**src/rtl/fpmac_dot_seq_pkg.sv**
```systemverilog
// ---------------------------------------------------------------------------
// fpmac_dot_seq_pkg
//   Shared definitions for clients of the FP16 multiply-accumulate unit
//   (fpmac): FP16 constants, the sequencer state encoding and the default
//   fpmac pipeline latency.
// ---------------------------------------------------------------------------
package fpmac_dot_seq_pkg;

  // FP16 positive zero; also the accumulator seed for a new vector.
  localparam logic [15:0] FP16_ZERO = 16'h0000;

  // Value fpmac produces when a result overflows.  The sequencer feeds it
  // back unchanged, so it is listed here for clients and checkers.
  localparam logic [15:0] FP16_SAT  = 16'hFC00;

  // Rising edges from the edge that registers mac_* to the edge after which
  // fpmac.out holds the corresponding result.
  localparam int MAC_LAT_DEF = 11;

  // Sequencer states.
  typedef enum logic [1:0] {
    ST_IDLE = 2'd0,
    ST_WAIT = 2'd1,
    ST_HOLD = 2'd2
  } seq_state_e;

  // Saturating increment for an 8-bit element counter; held at all-ones.
  function automatic logic [7:0] sat_inc8(input logic [7:0] val);
    logic [7:0] res;
    if (val == 8'hFF) begin
      res = val;
    end else begin
      res = val + 8'd1;
    end
    return res;
  endfunction

endpackage

```
**src/rtl/fpmac_lat_cnt.sv**
```systemverilog
// ---------------------------------------------------------------------------
// fpmac_lat_cnt
//   Latency down-counter for fpmac clients.  A load pulse starts the count at
//   LAT; the counter then decrements once per edge and raises done while it
//   sits at zero.  done is high for exactly one cycle per load, on the cycle
//   whose closing edge is the (LAT+1)-th edge after the load edge, i.e. the
//   first edge at which fpmac.out already holds the issued result.
//
// Ports
//   CLK   in   clock, rising edge
//   RST   in   asynchronous active-low reset; clears any count in progress
//   load  in   issue strobe (sampled at the rising edge)
//   done  out  one-cycle "result available" strobe, derived only from flops
// ---------------------------------------------------------------------------
module fpmac_lat_cnt
  import fpmac_dot_seq_pkg::*;
#(
  parameter int LAT = MAC_LAT_DEF
) (
  input  logic CLK,
  input  logic RST,
  input  logic load,
  output logic done
);

  localparam int W = $clog2(LAT + 1);

  logic [W-1:0] cnt_r;
  logic         busy_r;

  // Count register: reload on issue, walk down to zero, then go idle.
  always_ff @(posedge CLK or negedge RST) begin
    if (!RST) begin
      cnt_r  <= {W{1'b0}};
      busy_r <= 1'b0;
    end else if (load) begin
      cnt_r  <= W'(LAT);
      busy_r <= 1'b1;
    end else if (busy_r) begin
      if (cnt_r == {W{1'b0}}) begin
        busy_r <= 1'b0;
      end else begin
        cnt_r <= cnt_r - W'(1);
      end
    end else begin
      cnt_r  <= cnt_r;
      busy_r <= busy_r;
    end
  end

  // Busy and at zero: this cycle's closing edge may sample fpmac.out.
  assign done = busy_r && (cnt_r == {W{1'b0}});

endmodule

```
**src/rtl/fpmac_dot_seq.sv**
```systemverilog
// ---------------------------------------------------------------------------
// fpmac_dot_seq
//   Dot-product sequencer in front of the FP16 multiply-accumulate unit.
//   Accepts (activation, weight) pairs from an upstream valid/ready stream,
//   issues one pair at a time to fpmac as a single-cycle pulse on
//   mac_in/mac_weight/mac_acc, waits for the fixed fpmac latency, feeds the
//   result back as the accumulator of the next element and, after the element
//   flagged s_last, presents the FP16 sum on a downstream valid/ready port.
//   No FP arithmetic is done here; fpmac results (including its saturated
//   overflow value) are passed along untouched.  Only one element is ever in
//   flight inside fpmac, so throughput is one element per MAC_LAT+2 cycles.
//
// Configuration macro
//   FPMAC_SEQ_STICKY_EN  defined:   m_overflow/m_sub are the OR of the flags
//                                   of every element of the vector, cleared
//                                   when the result is taken.
//                        undefined: m_overflow/m_sub are the flags returned
//                                   with the last element only.
//
// Ports
//   CLK, RST                  clock (rising edge), async active-low reset
//   s_valid/s_ready           upstream element handshake
//   s_in, s_weight, s_last    FP16 activation, FP16 weight, end-of-vector
//   mac_in/mac_weight/mac_acc registered operands to fpmac
//   mac_out/mac_overflow/
//   mac_sub                   result and flags from fpmac
//   m_valid/m_ready           downstream result handshake
//   m_data, m_overflow, m_sub FP16 dot product and its flags
//   m_len                     elements in the vector, saturating at all-ones
// ---------------------------------------------------------------------------
module fpmac_dot_seq
  import fpmac_dot_seq_pkg::*;
#(
  parameter int MAC_LAT = MAC_LAT_DEF,
  parameter int CNT_W   = 8
) (
  input  logic             CLK,
  input  logic             RST,
  input  logic             s_valid,
  output logic             s_ready,
  input  logic [15:0]      s_in,
  input  logic [15:0]      s_weight,
  input  logic             s_last,
  output logic [15:0]      mac_in,
  output logic [15:0]      mac_weight,
  output logic [15:0]      mac_acc,
  input  logic [15:0]      mac_out,
  input  logic             mac_overflow,
  input  logic             mac_sub,
  output logic             m_valid,
  input  logic             m_ready,
  output logic [15:0]      m_data,
  output logic             m_overflow,
  output logic             m_sub,
  output logic [CNT_W-1:0] m_len
);

  seq_state_e       state_r;
  logic             s_ready_r;
  logic             first_r;
  logic             last_r;
  logic             m_valid_r;
  logic             ovf_r;
  logic             sub_r;
  logic [15:0]      mac_in_r;
  logic [15:0]      mac_weight_r;
  logic [15:0]      mac_acc_r;
  logic [15:0]      acc_r;
  logic [15:0]      m_data_r;
  logic [CNT_W-1:0] m_len_r;
  logic             issue_s;
  logic             done_s;

  // An element is taken only in IDLE with the ready flop already up, so a
  // held s_valid can never cause a second issue while a result is pending.
  assign issue_s = (state_r == ST_IDLE) && s_ready_r && s_valid;

  fpmac_lat_cnt #(
    .LAT (MAC_LAT)
  ) u_lat_cnt (
    .CLK  (CLK),
    .RST  (RST),
    .load (issue_s),
    .done (done_s)
  );

  // Sequencer FSM with all outputs registered.  s_ready is a flop that is
  // low in reset and rises on the first edge after release.
  always_ff @(posedge CLK or negedge RST) begin
    if (!RST) begin
      state_r      <= ST_IDLE;
      s_ready_r    <= 1'b0;
      first_r      <= 1'b1;
      last_r       <= 1'b0;
      m_valid_r    <= 1'b0;
      ovf_r        <= 1'b0;
      sub_r        <= 1'b0;
      mac_in_r     <= FP16_ZERO;
      mac_weight_r <= FP16_ZERO;
      mac_acc_r    <= FP16_ZERO;
      acc_r        <= FP16_ZERO;
      m_data_r     <= FP16_ZERO;
      m_len_r      <= {CNT_W{1'b0}};
    end else begin
      case (state_r)
        ST_IDLE: begin
          if (issue_s) begin
            mac_in_r     <= s_in;
            mac_weight_r <= s_weight;
            // The first element of a vector starts from zero rather than
            // whatever the previous vector left behind.
            mac_acc_r    <= first_r ? FP16_ZERO : acc_r;
            last_r       <= s_last;
            first_r      <= 1'b0;
            if (m_len_r != {CNT_W{1'b1}}) begin
              m_len_r <= m_len_r + CNT_W'(1);
            end else begin
              m_len_r <= m_len_r;
            end
            s_ready_r    <= 1'b0;
            state_r      <= ST_WAIT;
          end else begin
            s_ready_r    <= 1'b1;
          end
        end

        ST_WAIT: begin
          // Operands are a one-cycle pulse; fpmac has already captured them.
          mac_in_r     <= FP16_ZERO;
          mac_weight_r <= FP16_ZERO;
          mac_acc_r    <= FP16_ZERO;
          if (done_s) begin
            acc_r <= mac_out;
`ifdef FPMAC_SEQ_STICKY_EN
            ovf_r <= ovf_r | mac_overflow;
            sub_r <= sub_r | mac_sub;
`else
            ovf_r <= mac_overflow;
            sub_r <= mac_sub;
`endif
            if (last_r) begin
              m_valid_r <= 1'b1;
              m_data_r  <= mac_out;
              state_r   <= ST_HOLD;
            end else begin
              s_ready_r <= 1'b1;
              state_r   <= ST_IDLE;
            end
          end else begin
            state_r <= ST_WAIT;
          end
        end

        ST_HOLD: begin
          if (m_ready) begin
            m_valid_r <= 1'b0;
            first_r   <= 1'b1;
            m_len_r   <= {CNT_W{1'b0}};
            acc_r     <= FP16_ZERO;
`ifdef FPMAC_SEQ_STICKY_EN
            ovf_r     <= 1'b0;
            sub_r     <= 1'b0;
`endif
            s_ready_r <= 1'b1;
            state_r   <= ST_IDLE;
          end else begin
            state_r   <= ST_HOLD;
          end
        end

        default: begin
          // Unreachable encoding: park safely with nothing issued or valid.
          state_r      <= ST_IDLE;
          s_ready_r    <= 1'b0;
          m_valid_r    <= 1'b0;
          first_r      <= 1'b1;
          mac_in_r     <= FP16_ZERO;
          mac_weight_r <= FP16_ZERO;
          mac_acc_r    <= FP16_ZERO;
        end
      endcase
    end
  end

  assign s_ready    = s_ready_r;
  assign mac_in     = mac_in_r;
  assign mac_weight = mac_weight_r;
  assign mac_acc    = mac_acc_r;
  assign m_valid    = m_valid_r;
  assign m_data     = m_data_r;
  assign m_overflow = ovf_r;
  assign m_sub      = sub_r;
  assign m_len      = m_len_r;

endmodule

```
**config.mk**
```make
export PLATFORM = sky130hd
export DESIGN_NAME = fpmac_dot_seq
export DESIGN_NICKNAME = d
export VERILOG_FILES = /design/src/rtl/fpmac_dot_seq_pkg.sv /design/src/rtl/fpmac_lat_cnt.sv /design/src/rtl/fpmac_dot_seq.sv
export SDC_FILE = /design/constraint.sdc
export NUM_CORES = 1
export LEC_CHECK = 0
export CAP_MARGIN = 10
export CORE_MARGIN = 3
export CORE_UTILIZATION = 40
export CTS_BUF_LIST = sky130_fd_sc_hd__clkbuf_8 sky130_fd_sc_hd__clkbuf_16
export DETAILED_ROUTE_END_ITERATION = 10
export HOLD_SLACK_MARGIN = 0.12
export PLACE_DENSITY = 0.8
export SETUP_SLACK_MARGIN = 0.2
export SYNTH_ARGS = -nofsm -noshare
export SYNTH_HDL_FRONTEND = slang
export SYNTH_SLANG_ARGS = --single-unit
```
**constraint.sdc**
```tcl
create_clock -name CLK -period 1.9 [get_ports CLK]
set_input_delay 0.285 -clock CLK [delete_from_list [all_inputs] [get_ports CLK]]
set_output_delay 0.285 -clock CLK [all_outputs]
set_load 0.005 [all_outputs]
```
==> impl_metrics.toml, run 1 <==
[job]
max-cap-violations = 0

[logic_synthesis]
synth-edff-count = 0
synth_ff_type = "dfrtp_1"
yosysWarnings = 0
synth_seq_cells = 101
ys_seq_area_frac = 0.595
syn_avg_cell_area_um2 = 10.7
synth_top_cell_by_area = "dfrtp_1"
synth_cell_type_count = 47
synth.area.top_cells = "dfrtp_1 (59%), nand2_1 (10%), o21ai_0 (5.8%)"
synth_area_um2 = 4250
syn_inst = 396
synth_fp_nets = 458
yosysTopAreaCellShare = 0.589
async_reset_ff_frac = 1.00

[cells_and_area]
nets = 596
n_antenna_cell = 0
layout_common_cells = "clkdlybuf4s50_1 (129), nand2_1 (112), dfrtp_1 (95)"
drive_above_1_share = 0.134
synthToLayoutAreaGrowth_pct = 42.7
num-fill-cells = 822
finish.instance_area_um2 = 6060
final_common_cell = "clkdlybuf4s50_1"

[sta]
period_needed_ns = 1.72
grt_setup_unrepaired = "true"
setup_viol = 0
tns_ns = 0
min_period_over_period = 0.906
fmax_mhz = 581
final_hold_viol_count = 0
timing.final.max_slew_violations = 0
tightest_slew_ns = 0.531
relSlewSlack = 0.646
finClkSkew_ns = 0.0131

[placed_design]
port_buffers = 130
placed_area_um2 = 5700
hpwl_mm = 7.31
place_congestion = 0.820

[worst_setup_path]
path_buf_inv = 3
reg2regPathDepth = 7
worstReg2RegStart = "state_r[1]$_DFFE_PN0N_"
cp_top_family = "buffers and inverters"
cp_cell_sequence = "inv_2 > ha_4 > inv_1 > o221ai_4 > buf_4 > or3_1 > nand2_1"
slowest_stage = "dfrtp_1"
crit_start = "state_r[1]$_DFFE_PN0N_"
critPathArrivalTime_ns = 2.03
cp.depth = 7
endpoint_kind = "flip-flop"
start_kind = "flip-flop"
max_stage_delay_ns = 0.45
r2r_slack_ns = 0.18
required_ns = 2.20
criticalPathCategory = "reg -> reg"
crit_fanout = 7

[grt]
grt_pass1_vias = 3327
gr-usage-all-layers = 0.176
met2_usage = 0.289
grtUsageMet3 = 0.0485
grt_pass1_wl_mm = 16.3
antenna_found_initial = 0
busiest_layer = "met2"
grt_max_degree = 55
grt_use_met1 = 0.224
grt-ovfl-total = 0

[floorplan]
die_y_um = 109
core-area_um2 = 10000
dieArea_um2 = 11900
initial_core_util = 0.423
ios = 131
placementRows = 36
die_width_um = 109

[worst_hold_path]
hold_class = "in -> async"

[cts]
insertion_delay_ns = 0.37
htree_levels = 3
cts_sinks = 101
cts_tree = "done"
numCtsBuffers = 9
clk_pin_slew_ns = 0.10
clk_path_buf_depth = 2
root_buffer = "clkbuf_8"

[power]
p_leak_nw = 2.55
irDropWorstVdd_uv = 700
power_density_nw_per_um2 = 1390

[route]
viasPerCell = 5.04
initialDrtViolationCount = 197
vias = 3385
drtAntennaViolNets = 0
drt_wl_total_mm = 10.3
routedWlPerCell_um = 15.4
drc = 0
drtPass1Iterations = 4

[status]
status = "completed"
[sequential cells by signal, indices dropped and copies added, names as in the netlist, 2 cells and up]
name / flops
mac_in: 16
mac_weight: 16
mac_acc: 16
m_data: 16
m_len: 8
state_r: 2
acc_r: 16
u_lat_cnt.cnt_r: 4
[timing repair]
item / CTS / global route
setup endpoints to repair: 91 / 83
endpoints found under the hold margin: 36 / 0
buffers inserted: 4 / 3
resized for setup: 8 / 18
hold buffers: 1 / 0
cloned: 0 / 1
pin swaps: 1 / 3
[cell families (layout without fill, tap and decap cells)]
group | count (synthesis) | in the layout | synth area share
compound gates | 84 | 85 | 0.127
xor+xnor | 3 | 3 | 0.00619
fa+ha+maj | 7 | 7 | 0.0206
buf+inv | 28 | 170 | 0.0354
flops | 101 | 101 | 0.595
mux | 21 | 21 | 0.0557
simple gates | 152 | 152 | 0.160
[through the flow]
step	total power (W)	hold slack, ns	util	worst slack [ns]	cells
final	0.00844	0.436	0.603	0.179	672
after global routing	0.00908	0.448	0.603	0.0937	672
after detailed placement	0.00692	0.306	0.568	0.0470	647
after global placement	0.00677	0.296	0.568	0.0724	647
after floorplan	0.00507	-0.0106	-	0.169	396
after CTS	0.00834	0.443	0.595	0.158	668
[worst paths after layout]
kind,endpoint
max,m_len[0]$_DFFE_PN0P_
min,m_len[7]$_DFFE_PN0P_
max reg2reg,m_len[0]$_DFFE_PN0P_
min reg2reg,mac_acc[4]$_DFFE_PN0P_
max in group asynchronous,mac_in[1]$_DFFE_PN0P_
min in group CLK,mac_weight[2]$_DFFE_PN0P_
[synthesized netlist by cell type, types with 4 or more instances]
library cell	count
a22o_1	16
buf_4	7
clkbuf_1	11
dfrtp_1	100
ha_1	7
inv_1	5
mux2_1	10
mux2_2	11
nand2_1	113
nand3_1	4
nor2_1	6
nor2b_1	5
o21ai_0	49
[where the power goes]
group / internal, W / switching (W) / total [W] / leakage [nW]
Sequential: 0.00293 / 0.000533 / 0.00346 / 1.28
Clock: 0.000510 / 0.000796 / 0.00131 / 0.0984
Combinational: 0.00204 / 0.00162 / 0.00367 / 1.17
Total: 0.00548 / 0.00295 / 0.00844 / 2.55
[layer usage]
layer,share of wire,vias to the layer above
met5,0,-
met4,0.017,0
met3,0.070,15
met2,0.49,123
met1,0.42,1612
li1,-,1635
[final cells by class]
class,instances,area [µm²],area share
Clock buffer,9,124,0.0204
Clock inverter,7,62.6,0.0103
Inverter,5,18.8,0.00310
Multi-Input combinational cell,268,1640,0.270
Sequential cell,101,2530,0.418
Tap cell,133,166,0.0275
Timing Repair Buffer,149,1510,0.250
Note: power is estimated with default switching activity, not from simulation.
==> inputs of run 2 (changes only) <==
--- a/config.mk
+++ b/config.mk
@@ -13,6 +13,7 @@
 export HOLD_SLACK_MARGIN = 0.12
 export PLACE_DENSITY = 0.8
 export SETUP_SLACK_MARGIN = 0.2
+export SKIP_CTS_REPAIR_TIMING = 1
 export SYNTH_ARGS = -nofsm -noshare
 export SYNTH_HDL_FRONTEND = slang
 export SYNTH_SLANG_ARGS = --single-unit
==> run 2 against run 1 <==
Core utilization is 0.78 points higher. Count of clock-buffer cells in the layout is the same. Global-route usage decreased by 0.11 points. Wire length is 5.6% higher. Cell area increased by 1.3%. Critical path type unchanged. Largest cell class unchanged.
==> impl_metrics.toml, run 2 (synthesis gave the netlist of run 1 again) <==
[status]
status = "completed"

[cells_and_area]
layout_common_cells = "clkdlybuf4s50_1 (129), nand2_1 (112), dfrtp_1 (95)"
drive_above_1_share = 0.138
synthToLayoutAreaGrowth_pct = 44.5
finalNonFillerCells = 675
nets = 599
n_antenna_cell = 0
final_common_cell = "clkdlybuf4s50_1"
fin_util = 0.611

[route]
viasPerCell = 5.04
drtAntennaViolNets = 0
vias = 3402
drt_wl_total_mm = 10.9
drtPass1Iterations = 4
initialDrtViolationCount = 214
routedWlPerCell_um = 16.1
drc = 0

[worst_hold_path]
hold_class = "in -> async"

[cts]
clk_pin_slew_ns = 0.10
insertion_delay_ns = 0.37
cts_tree = "done"
numCtsBuffers = 9
htree_levels = 3
cts_sinks = 101
clk_path_buf_depth = 2
root_buffer = "clkbuf_8"

[worst_setup_path]
crit_fanout = 7
crit_start = "state_r[0]$_DFFE_PN0N_"
start_kind = "flip-flop"
criticalPathCategory = "reg -> reg"
endpoint_kind = "flip-flop"
critPathArrivalTime_ns = 2.02
required_ns = 2.20
worstReg2RegStart = "state_r[0]$_DFFE_PN0N_"

[placed_design]
dp_cells = 647
port_buffers = 130
pre_cts_slack_ns = 0.0470
place_congestion = 0.820
hpwl_mm = 7.31

[grt]
grt_pass1_vias = 3304
grt_pass1_wl_mm = 16.2
gr-usage-all-layers = 0.175
grt-ovfl-total = 0
grt_max_degree = 55
antenna_found_initial = 0

[floorplan]
core-area_um2 = 10000
dieArea_um2 = 11900
initial_core_util = 0.423
placementRows = 36
die_width_um = 109
ios = 131
die_y_um = 109

[power]
irDropWorstVdd_uv = 618
power_density_nw_per_um2 = 1410
p_leak_nw = 2.58

[sta]
grt_setup_unrepaired = "true"
fmax_mhz = 581
finClkSkew_ns = 0.0130
min_period_over_period = 0.905
tns_ns = 0
final_hold_viol_count = 0
fin_hold_ws_ns = 0.435
tightest_slew_ns = 0.533
timing.final.max_slew_violations = 0
relSlewSlack = 0.645
setup_viol = 0
period_needed_ns = 1.72
layout_setup_ws_ns = 0.180

[job]
max-cap-violations = 0
==> run 2: changes by cell type in the layout (fill, tap and decap cells not counted), sizes merged <==
cell	previous run	this run
nand3	5	6
clkbuf	9	11
==> run 2: worst paths after layout <==
path                            cells after the start  slack, ns                         to
worst max-delay path                                7       0.18       m_len[0]$_DFFE_PN0P_
worst min-delay path                                2       0.44       m_len[2]$_DFFE_PN0P_
worst max register to register                      7       0.18       m_len[0]$_DFFE_PN0P_
worst min register to register                      2       0.49     mac_acc[4]$_DFFE_PN0P_
max in group asynchronous                           3       0.79      mac_in[1]$_DFFE_PN0P_
min in group CLK                                    3       0.45  mac_weight[2]$_DFFE_PN0P_
==> run 2: worst max-delay path, stage by stage (launching register included) <==
cell	delay, ns
dfrtp_1	0.43
inv_2	0.12
ha_2	0.23
mux2_4	0.21
o221ai_4	0.12
buf_4	0.18
or3_1	0.31
nand2_1	0.06
==> run 2: final cells by class <==
class,count,area [µm²]
tap,133,166
clock buffer,9,124
multi-input combinational,269,1670
sequential,101,2530
fill,815,3910
timing repair buffer,151,1560
inverter,5,18.8
clock inverter,7,62.6
==> run 2: per-stage QoR <==
stage / cell area, µm² / total power, W
floorplan: 4250 / 0.00507
global placement: 5700 / 0.00677
detailed placement: 5700 / 0.00692
CTS: 5890 / 0.00825
global route: 6140 / 0.00931
finish: 6140 / 0.00867
==> run 2: power breakdown <==
group / internal [W] / switching [W]
registers: 0.00293 / 0.000549
logic: 0.00217 / 0.00171
clock network: 0.000510 / 0.000798
total: 0.00561 / 0.00306
==> run 2: routing by layer <==
metal  GRT usage  up-vias  share of wire  routed length [µm]
li1            -     1650              -                   -
met4      0.0604        0          0.012                 131
met5           0        -              0                   0
met2       0.287      118           0.50                5480
met3      0.0485       10          0.064                 699
met1       0.222     1624           0.42                4590
==> inputs of run 3 (changes only) <==
--- a/config.mk
+++ b/config.mk
@@ -8,10 +8,10 @@
 export CAP_MARGIN = 10
 export CORE_MARGIN = 3
 export CORE_UTILIZATION = 40
-export CTS_BUF_LIST = sky130_fd_sc_hd__clkbuf_8 sky130_fd_sc_hd__clkbuf_16
 export DETAILED_ROUTE_END_ITERATION = 10
 export HOLD_SLACK_MARGIN = 0.12
 export PLACE_DENSITY = 0.8
+export RECOVER_POWER = 50
 export SETUP_SLACK_MARGIN = 0.2
 export SKIP_CTS_REPAIR_TIMING = 1
 export SYNTH_ARGS = -nofsm -noshare
==> run 3 against run 2 <==
Total power is 1.6% lower. Count of clock-buffer cells in the layout stayed put. Wire length hardly changed. Critical endpoint is now acc_r[1]$_DFFE_PN0P_. Largest cell class unchanged. Highest routed layer unchanged.
==> impl_metrics.toml, run 3 (synthesis gave the netlist of run 1 again) <==
[worst_setup_path]
crit_end = "acc_r[1]$_DFFE_PN0P_"
critPathArrivalTime_ns = 2.06
slowest_stage = "dfrtp_1"
endpoint_kind = "flip-flop"
r2r_slack_ns = 0.15
criticalPathCategory = "reg -> reg"
cp_cell_sequence = "inv_1 > ha_1 > and4bb_4 > nand2_1 > nor2_4 > buf_12 > a22o_1"
max_stage_delay_ns = 0.42
start_kind = "flip-flop"
required_ns = 2.21
reg2regPathDepth = 7
worst_r2r_endpoint = "acc_r[1]$_DFFE_PN0P_"
crit_start = "u_lat_cnt.cnt_r[1]$_DFFE_PN0P_"
worstReg2RegStart = "u_lat_cnt.cnt_r[1]$_DFFE_PN0P_"
crit_fanout = 16

[sta]
grt_setup_unrepaired = "true"
finClkSkew_ns = 0.0134
relSlewSlack = 0.310
tightest_slew_ns = 1.04
min_period_over_period = 0.923
fmax_mhz = 570
final_hold_viol_count = 0
tns_ns = 0
period_needed_ns = 1.75
timing.final.max_slew_violations = 0
layout_setup_ws_ns = 0.147
setup_viol = 0

[grt]
gr-usage-all-layers = 0.175
antenna_found_initial = 0
grt_pass1_wl_mm = 16.2
grt_max_degree = 55
grt-ovfl-total = 0
grt_pass1_vias = 3304

[cells_and_area]
synthToLayoutAreaGrowth_pct = 44.1
drive_above_1_share = 0.131
finalNonFillerCells = 675
nets = 599
finish.instance_area_um2 = 6120
n_antenna_cell = 0
final_common_cell = "nand2_1"
layout_common_cells = "nand2_1 (113), clkdlybuf4s50_1 (99), dfrtp_1 (95)"

[floorplan]
core-area_um2 = 10000
die_width_um = 109
ios = 131
placementRows = 36
dieArea_um2 = 11900
die_y_um = 109
initial_core_util = 0.423

[route]
drt_wl_total_mm = 10.9
routedWlPerCell_um = 16.1
drtPass1Iterations = 4
viasPerCell = 5.01
drtAntennaViolNets = 0
initialDrtViolationCount = 226
vias = 3384
drc = 0

[worst_hold_path]
hold_class = "in -> reg"

[cts]
cts_sinks = 101
root_buffer = "clkbuf_8"
clk_pin_slew_ns = 0.11
insertion_delay_ns = 0.37
htree_levels = 3
numCtsBuffers = 9
cts_tree = "done"
clk_path_buf_depth = 2

[status]
status = "completed"

[placed_design]
place_congestion = 0.820
hpwl_mm = 7.31
port_buffers = 130
dp_cells = 647
pre_cts_slack_ns = 0.0470
placed_area_um2 = 5700

[power]
power_density_nw_per_um2 = 1390
p_leak_nw = 2.63
irDropWorstVdd_uv = 583

[job]
max-cap-violations = 0
## run 3: stage by stage
step | hold WS (ns) | power (W) | utilization
6_report | 0.443 | 0.00853 | 0.609
5_1_grt | 0.447 | 0.00916 | 0.609
4_1_cts | -0.0991 | 0.00825 | 0.586
3_5_place_dp | 0.306 | 0.00692 | 0.568
3_3_place_gp | 0.296 | 0.00677 | 0.568
2_1_floorplan | -0.0106 | 0.00507 | -
## run 3: critical path: cells and delay by family, from the launching register on
kind / cells / cell delay [ns]
DFF: 1 / 0.42
adders and majority gates: 1 / 0.20
and+or+nand+nor: 3 / 0.70
buffers and inverters: 2 / 0.24
AOI/OAI and AO/OA: 1 / 0.14
## run 3: area by class of cell
type / count / area, µm²
fill: 819 / 3920
clock inverter: 7 / 62.6
inverter: 5 / 18.8
sequential: 101 / 2530
timing repair buffer: 151 / 1560
clock buffer: 9 / 124
tap: 133 / 166
multi-input combinational: 269 / 1660
## run 3: how the worst min path moves through the flow
stage,endpoint,startpoint,depth (start not counted),slack [ns]
after floorplan,acc_r[0]$_DFFE_PN0P_,RST,0,-0.01
after global placement,m_len[2]$_DFFE_PN0P_,RST,1,0.30
after detailed placement,m_len[2]$_DFFE_PN0P_,RST,1,0.31
after CTS,m_len[2]$_DFFE_PN0P_,RST,1,-0.1
after global routing,mac_weight[2]$_DFFE_PN0P_,s_weight[2],3,0.45
final,mac_weight[2]$_DFFE_PN0P_,s_weight[2],3,0.44
## run 3: per-layer routing
layer	vias up	routed length, µm	global-route usage
met1	1611	4640	0.222
met3	15	662	0.0485
li1	1650	-	-
met2	108	5400	0.287
met4	0	187	0.0604
met5	-	0	0
## run 3: where the power goes
group / switching, W / internal [W]
registers: 0.000533 / 0.00293
logic: 0.00171 / 0.00205
clock network: 0.000800 / 0.000509
==> variant (settings of run 3) <==
The parameter `CNT_W` goes from 8 to 6.
--- a/src/rtl/fpmac_dot_seq.sv
+++ b/src/rtl/fpmac_dot_seq.sv
@@ -34,3 +34,3 @@
   parameter int MAC_LAT = MAC_LAT_DEF,
-  parameter int CNT_W   = 8
+  parameter int CNT_W   = 6
 ) (
Interface: changed (resized m_len); port bits go from 131 to 129. No check against the original RTL was run, so the function may have changed too.
==> variant against run 3 <==
  * Final area increased by 4.7%
  * Critical path depth decreased by 1
  * Fmax about the same
  * Power increased by 19%
  * Synthesized area increased by 0.82%
  * Routed wire length increased by 10%
  * Worst setup slack got worse by 0.97 ps
  * Sequential cell count decreased by 2
  * Largest cell class unchanged
==> variant: results (changes against run 3) <==
stage	metric	value	unit	change
placed_design	gp_congestion	0.798		-2.7%
critical_path	path_max_fanout	3		-13
synthesis	synth_compound_area_share	14.1	%	+1.5 points
critical_path	slowest_stage	or4b_1		
synthesis	synth_fa_ha_area_share	1.75	%	-0.31 points
critical_path	cpPeakStageDelay	470	ps	+50 ps
synthesis	yosysSeqAreaShare	57.9	%	-1.7 points
final_layout	num-nets-final	631		+5.3%
power	leakage	2.83	nW	+7.6%
synthesis	muxShareOfSynthArea	4.97	%	-0.60 points
global_route	grtUsageTotal	18.1	%	+0.62 points
power	cellPowerDensity	1590	nW/µm²	+14%
synthesis	synth_nets	487		+6.3%
route	drt_iter0_drc	283		+25%
synthesis	yosysUniqueCellTypes	40		-15%
global_route	grt_pass1_wl	17000	µm	+4.8%
sta	skew	12.3	ps	-1.13 ps
synthesis	synth_xor_area_share	0.614	%	-0.0051 points
route	avgRoutedWirePerCell	16.8	µm	+4.4%
power	irDropWorstVdd	692	µV	+19%
placed_design	port_buffers	128		-1.5%
placed_design	dpl_cell_area	5820	µm²	+2.0%
synthesis	synth_area_leaders	dfrtp_1 57%, nand2_1 10%, o21ai_0 6.2%		
synthesis	synth_common_cells	114 x nand2_1, 98 x dfrtp_1, 53 x o21ai_0		
run_status	status	complete, no violations		
sta	max_slew.worst_pin.slew	669	ps	-366 ps
final_layout	drive_above_1_share	14.8	%	+1.7 points
placed_design	hpwl	7580	µm	+3.7%
## variant: cell types whose count changed in the layout (fill, tap and decap cells not counted), sizes merged, moves of 4 or more
cell,delta
a21oi,+15
a22o,-16
buf,+10
bufinv,+5
clkdlybuf4s50,-4
nor2b,+13
o2bb2ai,+16
## variant: logic make-up (layout without fill, tap and decap cells)
logic type / count (synthesis) / after routing
XOR/XNOR: 3 / 3
buffers and inverters: 35 / 184
adder cells (fa/ha/maj): 6 / 6
multiplexers: 19 / 19
AND/OR/NAND/NOR: 163 / 163
AO/OA/AOI/OAI: 101 / 101
flip-flops: 99 / 99
## variant: per-stage QoR
stage | instances | hold WS [ps] | setup slack [ps]
final | 711 | 472 | 146
after global routing | 711 | 466 | 90.4
after CTS | 693 | -176 | 26.5
after detailed placement | 677 | 234 | 43.7
after global placement | 677 | 232 | 78.1
after floorplan | 426 | -10.6 | 22.5
## variant: area by class of cell
cell class,count,share of cell area [%]
Inverter,6,0.351
Timing Repair Buffer,162,26.3
Clock buffer,9,1.93
Clock inverter,7,2.65
Sequential cell,99,38.7
Multi-Input combinational cell,292,27.4
Tap cell,136,2.65
## variant: critical path: cells and delay by family (launching register included)
kind                       cells  cell delay, ps
DFF                            1             400
AOI/OAI and AO/OA              1             280
and+or+nand+nor                3             690
buffers and inverters          1             150
adders and majority gates      1             180
## variant: worst paths after layout
check	endpoint	from	slack (ps)	cells past startpoint
worst min register to register	mac_in[4]	mac_in[4]	490	2
worst max-delay path	m_len[0]	state_r[1]	150	6
min in group asynchronous	mac_acc[13]	RST	480	2
max in group asynchronous	m_data[11]	RST	360	3
worst min-delay path	mac_weight[8]	s_weight[8]	470	3
worst max register to register	m_len[0]	state_r[1]	150	6
## variant: report_power, final
group / leakage (nW) / internal [mW] / switching (mW) / total (mW)
Clock: 0.146 / 1.15 / 0.746 / 1.90
Combinational: 1.44 / 2.61 / 2.19 / 4.80
Sequential: 1.25 / 2.95 / 0.520 / 3.47
## variant: per-layer routing
layer  global-route usage [%]  part of all wire [%]
met4                     7.93                   2.0
met3                     3.70                   6.1
met5                        0                     0
met2                     29.9                    48
met1                     23.0                    44
